[src/rtl/isa_pkg.sv]
// Instruction-set definitions shared by the decode stage and its register file:
// field positions, opcode names and per-opcode operand/destination usage.
package isa_pkg;

  localparam int DATA_W = 32;
  localparam int PC_W   = 8;
  localparam int IMM_W  = 16;
  localparam int NREG   = 8;
  localparam int RIDX_W = 3;

  localparam int COND_LSB = 28;
  localparam int OP_LSB   = 24;
  localparam int S_BIT    = 23;
  localparam int RD_LSB   = 20;
  localparam int RN_LSB   = 17;
  localparam int I_BIT    = 16;
  localparam int IMM_LSB  = 0;

  typedef enum logic [3:0] {
    OP_ADD  = 4'h0,
    OP_SUB  = 4'h1,
    OP_MUL  = 4'h2,
    OP_ORR  = 4'h3,
    OP_AND  = 4'h4,
    OP_XOR  = 4'h5,
    OP_MOVN = 4'h6,
    OP_MOV  = 4'h7,
    OP_LSR  = 4'h8,
    OP_LSL  = 4'h9,
    OP_ROR  = 4'hA,
    OP_CMP  = 4'hB,
    OP_ADR  = 4'hC,
    OP_LDR  = 4'hD,
    OP_STR  = 4'hE,
    OP_NOP  = 4'hF
  } opcode_e;

  typedef struct packed {
    logic [3:0]        cond;
    opcode_e           op;
    logic              s;
    logic [RIDX_W-1:0] rd;
    logic [RIDX_W-1:0] rn;
    logic [RIDX_W-1:0] rm;
    logic              i;
    logic [IMM_W-1:0]  imm;
  } instr_t;

  // rm overlaps the low immediate bits; it is only meaningful when i=0.
  function automatic instr_t split_instr(input logic [31:0] w);
    instr_t f;
    f.cond = w[COND_LSB +: 4];
    f.op   = opcode_e'(w[OP_LSB +: 4]);
    f.s    = w[S_BIT];
    f.rd   = w[RD_LSB +: RIDX_W];
    f.rn   = w[RN_LSB +: RIDX_W];
    f.i    = w[I_BIT];
    f.imm  = w[IMM_LSB +: IMM_W];
    f.rm   = w[IMM_LSB +: RIDX_W];
    return f;
  endfunction

  function automatic logic writes_rd(input opcode_e op);
    return !(op inside {OP_CMP, OP_STR, OP_NOP});
  endfunction

  function automatic logic reads_rn(input opcode_e op);
    return !(op inside {OP_MOVN, OP_NOP});
  endfunction

  function automatic logic reads_rm(input opcode_e op, input logic i);
    return !i && !(op inside {OP_MOV, OP_MOVN, OP_NOP});
  endfunction

endpackage

[src/rtl/regfile_8x32.sv]
// 8x32 architectural register file: three combinational read ports with
// same-cycle writeback bypass, one clocked write port.
module regfile_8x32
  import isa_pkg::*;
(
  input  logic              clk,
  input  logic              reset,
  input  logic              wb_en,
  input  logic [RIDX_W-1:0] wb_addr,
  input  logic [DATA_W-1:0] wb_data,
  input  logic [RIDX_W-1:0] addr_a,
  input  logic [RIDX_W-1:0] addr_b,
  input  logic [RIDX_W-1:0] addr_c,
  output logic [DATA_W-1:0] data_a,
  output logic [DATA_W-1:0] data_b,
  output logic [DATA_W-1:0] data_c
);

  logic [DATA_W-1:0] regs [NREG];

  always_ff @(posedge clk or negedge reset) begin
    if (!reset) begin
      for (int k = 0; k < NREG; k++) regs[k] <= '0;
    end else if (wb_en) begin
      regs[wb_addr] <= wb_data;
    end
  end

  // A writeback landing this cycle is visible to readers in the same cycle.
  assign data_a = (wb_en && wb_addr == addr_a) ? wb_data : regs[addr_a];
  assign data_b = (wb_en && wb_addr == addr_b) ? wb_data : regs[addr_b];
  assign data_c = (wb_en && wb_addr == addr_c) ? wb_data : regs[addr_c];

endmodule

[src/rtl/decode_stage.sv]
// Decode/operand-fetch stage ahead of the ALU: splits the instruction, reads
// operands, tracks pending destination writes and stalls on RAW hazards.
module decode_stage
  import isa_pkg::*;
(
  input  logic              clk,
  input  logic              reset,
  input  logic              flush,
  input  logic              in_valid,
  output logic              in_ready,
  input  logic [31:0]       in_instr,
  input  logic [PC_W-1:0]   in_pc,
  input  logic              wb_en,
  input  logic [RIDX_W-1:0] wb_addr,
  input  logic [DATA_W-1:0] wb_data,
  output logic              out_valid,
  input  logic              out_ready,
  output logic [3:0]        op_code,
  output logic [3:0]        conditions,
  output logic              s,
  output logic [IMM_W-1:0]  immediate_value,
  output logic [DATA_W-1:0] src1,
  output logic [DATA_W-1:0] src2,
  output logic [DATA_W-1:0] store_data,
  output logic [RIDX_W-1:0] dest,
  output logic              dest_we,
  output logic [PC_W-1:0]   out_pc,
  output logic [NREG-1:0]   busy
);

  // Handshake: a transfer happens on a rising edge where valid && ready.
  // Upstream: in_ready never depends on in_valid. Downstream: once out_valid
  // is raised the whole bundle stays frozen until out_ready is seen high.

  instr_t            f;
  logic [DATA_W-1:0] rn_data;
  logic [DATA_W-1:0] rm_data;
  logic [DATA_W-1:0] rd_data;
  logic [NREG-1:0]   wb_mask;
  logic [NREG-1:0]   busy_eff;
  logic [NREG-1:0]   set_mask;
  logic              hazard;
  logic              accept;

  assign f = split_instr(in_instr);

  regfile_8x32 u_regfile (
    .clk     (clk),
    .reset   (reset),
    .wb_en   (wb_en),
    .wb_addr (wb_addr),
    .wb_data (wb_data),
    .addr_a  (f.rn),
    .addr_b  (f.rm),
    .addr_c  (f.rd),
    .data_a  (rn_data),
    .data_b  (rm_data),
    .data_c  (rd_data)
  );

  // A register whose writeback arrives this cycle is no longer pending.
  always_comb begin
    wb_mask  = '0;
    set_mask = '0;
    if (wb_en) wb_mask = NREG'(1) << wb_addr;
    busy_eff = busy & ~wb_mask;
    hazard   = (reads_rn(f.op) && busy_eff[f.rn]) ||
               (reads_rm(f.op, f.i) && busy_eff[f.rm]) ||
               ((f.op == OP_STR) && busy_eff[f.rd]);
    in_ready = reset && !hazard && (!out_valid || out_ready) && !flush;
    accept   = in_valid && in_ready;
    if (accept && writes_rd(f.op)) set_mask = NREG'(1) << f.rd;
  end

  // Set is OR-ed after the writeback clear so a same-edge set wins.
  always_ff @(posedge clk or negedge reset) begin
    if (!reset) begin
      busy <= '0;
    end else if (flush) begin
      busy <= '0;
    end else begin
      busy <= busy_eff | set_mask;
    end
  end

  always_ff @(posedge clk or negedge reset) begin
    if (!reset) begin
      out_valid       <= 1'b0;
      op_code         <= '0;
      conditions      <= '0;
      s               <= 1'b0;
      immediate_value <= '0;
      src1            <= '0;
      src2            <= '0;
      store_data      <= '0;
      dest            <= '0;
      dest_we         <= 1'b0;
      out_pc          <= '0;
    end else if (flush) begin
      out_valid <= 1'b0;
    end else if (accept) begin
      out_valid       <= 1'b1;
      op_code         <= f.op;
      conditions      <= f.cond;
      s               <= f.s;
      immediate_value <= f.imm;
      src1            <= rn_data;
      src2            <= f.i ? '0 : rm_data;
      store_data      <= (f.op == OP_STR) ? rd_data : '0;
      dest            <= f.rd;
      dest_we         <= writes_rd(f.op);
      out_pc          <= in_pc;
    end else if (out_ready) begin
      // Drain: data fields keep their last value.
      out_valid <= 1'b0;
    end
  end

endmodule

[config.mk]
export PLATFORM = sky130hd
export DESIGN_NAME = decode_stage
export DESIGN_NICKNAME = d
export VERILOG_FILES = /design/src/rtl/isa_pkg.sv /design/src/rtl/regfile_8x32.sv /design/src/rtl/decode_stage.sv
export SDC_FILE = /design/constraint.sdc
export NUM_CORES = 1
export LEC_CHECK = 0
export ABC_CLOCK_PERIOD_IN_PS = 2600
export CORE_MARGIN = 2
export CORE_UTILIZATION = 55
export DETAILED_ROUTE_END_ITERATION = 8
export MAX_ROUTING_LAYER = met4
export PLACE_DENSITY = 0.78
export SLEW_MARGIN = 20
export SYNTH_ARGS = -nofsm -noshare
export SYNTH_HDL_FRONTEND = slang
export SYNTH_SLANG_ARGS = --single-unit
[constraint.sdc]
create_clock -name clk -period 2.6 [get_ports clk]
set_input_delay 0.39 -clock clk [delete_from_list [all_inputs] [get_ports clk]]
set_output_delay 0.39 -clock clk [all_outputs]
set_load 0.005 [all_outputs]
==> metrics.yaml <==
status: "finished with violations"
violations: "setup timing"
final_common_cell: "dfrtp_1"
power_density_nw_per_um2: 755
rows: 73
area_growth_pct: 24.6
overflow: 0
core-area_um2: 39600
power_mw: 20.7
grt_pass1_vias: 15900
die_area_um2: 41600
grt_use_total_pct: 30.6
ctsRootBufferMaster: "clkbuf_16"
rsz0062_at_grt: "yes"
synth_top_family_by_area: "multiplexers"
die_x_um: 204
synth-seq-area-share_pct: 45.2
cp_max_fo: 8
numCtsBuffers: 43
h-tree-depth: 2
synth_xor_area_share_pct: 0.398
finalWirelength_um: 62200
avgSynthCellArea_um2: 13.8
period_minus_slack_ns: 2.62
power.leakage_nw: 11.7
synth-seq-cells: 398
finClkSkew_ns: 0.0217
cp.required_ns: 3.05
async_reset_ff_share_pct: 100
io_pins: 224
drc: 0
synth-simple-area-share_pct: 4.86
layout_setup_ws_ns: -0.0175
critPathKind: "in2reg"
die_y_um: 204
drive_above_1_share_pct: 37.7
crit_arrival_ns: 3.07
dr.first_iter.drc_count: 1415
port_buffers: 223
synth_edf_count: 0
vias: 15400
synth_compound_area_share_pct: 3.84
dp_hpwl_um: 37900
dp_slack_ns: -0.881
max_cap_violations: 0
clock_path_buffers: 3
yosys_warnings: 0
final-setup-viol-count: 21
clk_pin_slew_worst_paths_ns: 0.06
syn_area_um2: 22000
syn_nets: 1675
start_util_pct: 55.5
hold_viol: 0
antenna_found_initial: 2
cts_num_sinks: 398
wl_per_cell_um: 26.1
tritoncts: "done"
min_path_type: "in2async"
firstDrtPassIters: 6
tightest_slew_ns: 1.01
layout.nets: 1910
grt_pass1_wl_um: 94200
clk_latency_ns: 0.57
layout_common_cells: "dfrtp_1, mux2_2, clkdlybuf4s50_1, mux4_2, nor2_1"
maxSlewViolCount: 0
ir_drop_mv: 0.461
gp_congestion: 0.885
final_util_pct: 69.2
slew_headroom_pct: 33.0
yosys-mux-area-fraction_pct: 42.5
synth_cells: 1594
end_kind: "flop"
antenna_left: 0
synth_cell_types: 42
synthAdderAreaFrac_pct: 0
grt_max_degree: 166
start_kind: "input pin"
clock.fmax_mhz: 382
synthFlopType: "dfrtp_1"
via_per_inst: 6.44
fin_crit_sh_pct: 101
## sequential cells by signal (all words and copies together) (netlist names)
register         cells
busy                 8
conditions           4
dest                 3
dest_we              1
immediate_value     16
op_code              4
out_pc               8
out_valid            1
s                    1
src1                32
src2                32
store_data          32
u_regfile.regs     256
## cell type report
cell class	instances	area [µm²]
Timing Repair Buffer	358	3730
Tap cell	525	657
Antenna cell	2	5.00
Fill cell	2724	12200
Clock inverter	14	135
Clock buffer	62	1290
Multi-Input combinational cell	1024	11600
Sequential cell	398	9970
Inverter	4	15.0
## power breakdown
part / internal (mW) / switching (mW)
registers: 7.64 / 1.16
clock network: 3.63 / 2.54
logic: 3.74 / 2.00
total: 15.0 / 5.70
## per-layer routing
metal	GRT usage (%)	wire [µm]	up-vias
met3	5.61	4600	143
met5	-	0	-
li1	-	-	6504
met4	9.83	1970	0
met2	48.8	30600	653
met1	40.2	25100	8073
## cell families after synthesis
group | Yosys count
mux | 647
flops | 398
simple gates | 246
buf+inv | 172
compound gates | 121
xor+xnor | 10
## synth_stat cells, drive strengths merged (4+ instances only)
cell / n / area, µm²
dfrtp: 398 / 9960
mux2: 357 / 4020
mux4: 194 / 4370
nand2: 106 / 398
nor2: 106 / 398
clkbuf: 105 / 394
mux2i: 96 / 961
a211oi: 65 / 488
buf: 63 / 290
a21oi: 33 / 165
a31o: 9 / 78.8
xnor2: 9 / 78.8
nand2b: 5 / 31.3
inv: 4 / 15.0
nand4: 4 / 25.0
nand4b: 4 / 47.6
nor3b: 4 / 30.0
nor4bb: 4 / 40.0
## what timing repair did
action / in CTS / in global routing
setup endpoints to repair: 143 / 127
pin swaps: 6 / 11
hold buffers: 0 / 0
gates resized for setup: 30 / 70
setup buffers: 5 / 20
gates cloned: 1 / 6
## through the flow
step	hold slack [ns]	cells	cell area [µm²]	setup TNS, ns
2_1_floorplan	0.0944	1594	22100	-0.754
3_5_place_dp	0.474	2278	25400	-119.51
4_1_cts	0.0951	2360	26900	-0.0242
6_report	0.0752	2387	27400	-0.162
3_3_place_gp	0.467	2278	25400	-117.08
5_1_grt	0.150	2387	27400	-1.70
## worst max-delay path, stage by stage
cell	delay, ns
buf_12	0.11
buf_8	0.12
nor4bb_4	0.45
nor3b_4	0.11
nor4b_4	0.33
a2111oi_4	0.10
buf_4	0.16
nor4bb_4	0.42
buf_12	0.19
clkbuf_16	0.19
clkbuf_16	0.18
mux2_4	0.31
## path summary, 6_finish.rpt
path	startpoint	endpoint	slack, ns	cells after the start
hold reg to reg	src1[24]	src1[24]	0.48	1
setup reg to reg	busy[1]	store_data[19]	0.01	9
max in group asynchronous	reset	src2[15]	1.07	3
hold / removal	reset	s	0.08	2
min in group clk	in_instr[2]	immediate_value[2]	0.22	2
setup / recovery	wb_addr[1]	store_data[19]	-0.02	12
No activity file was read; power rests on OpenSTA's default activity.
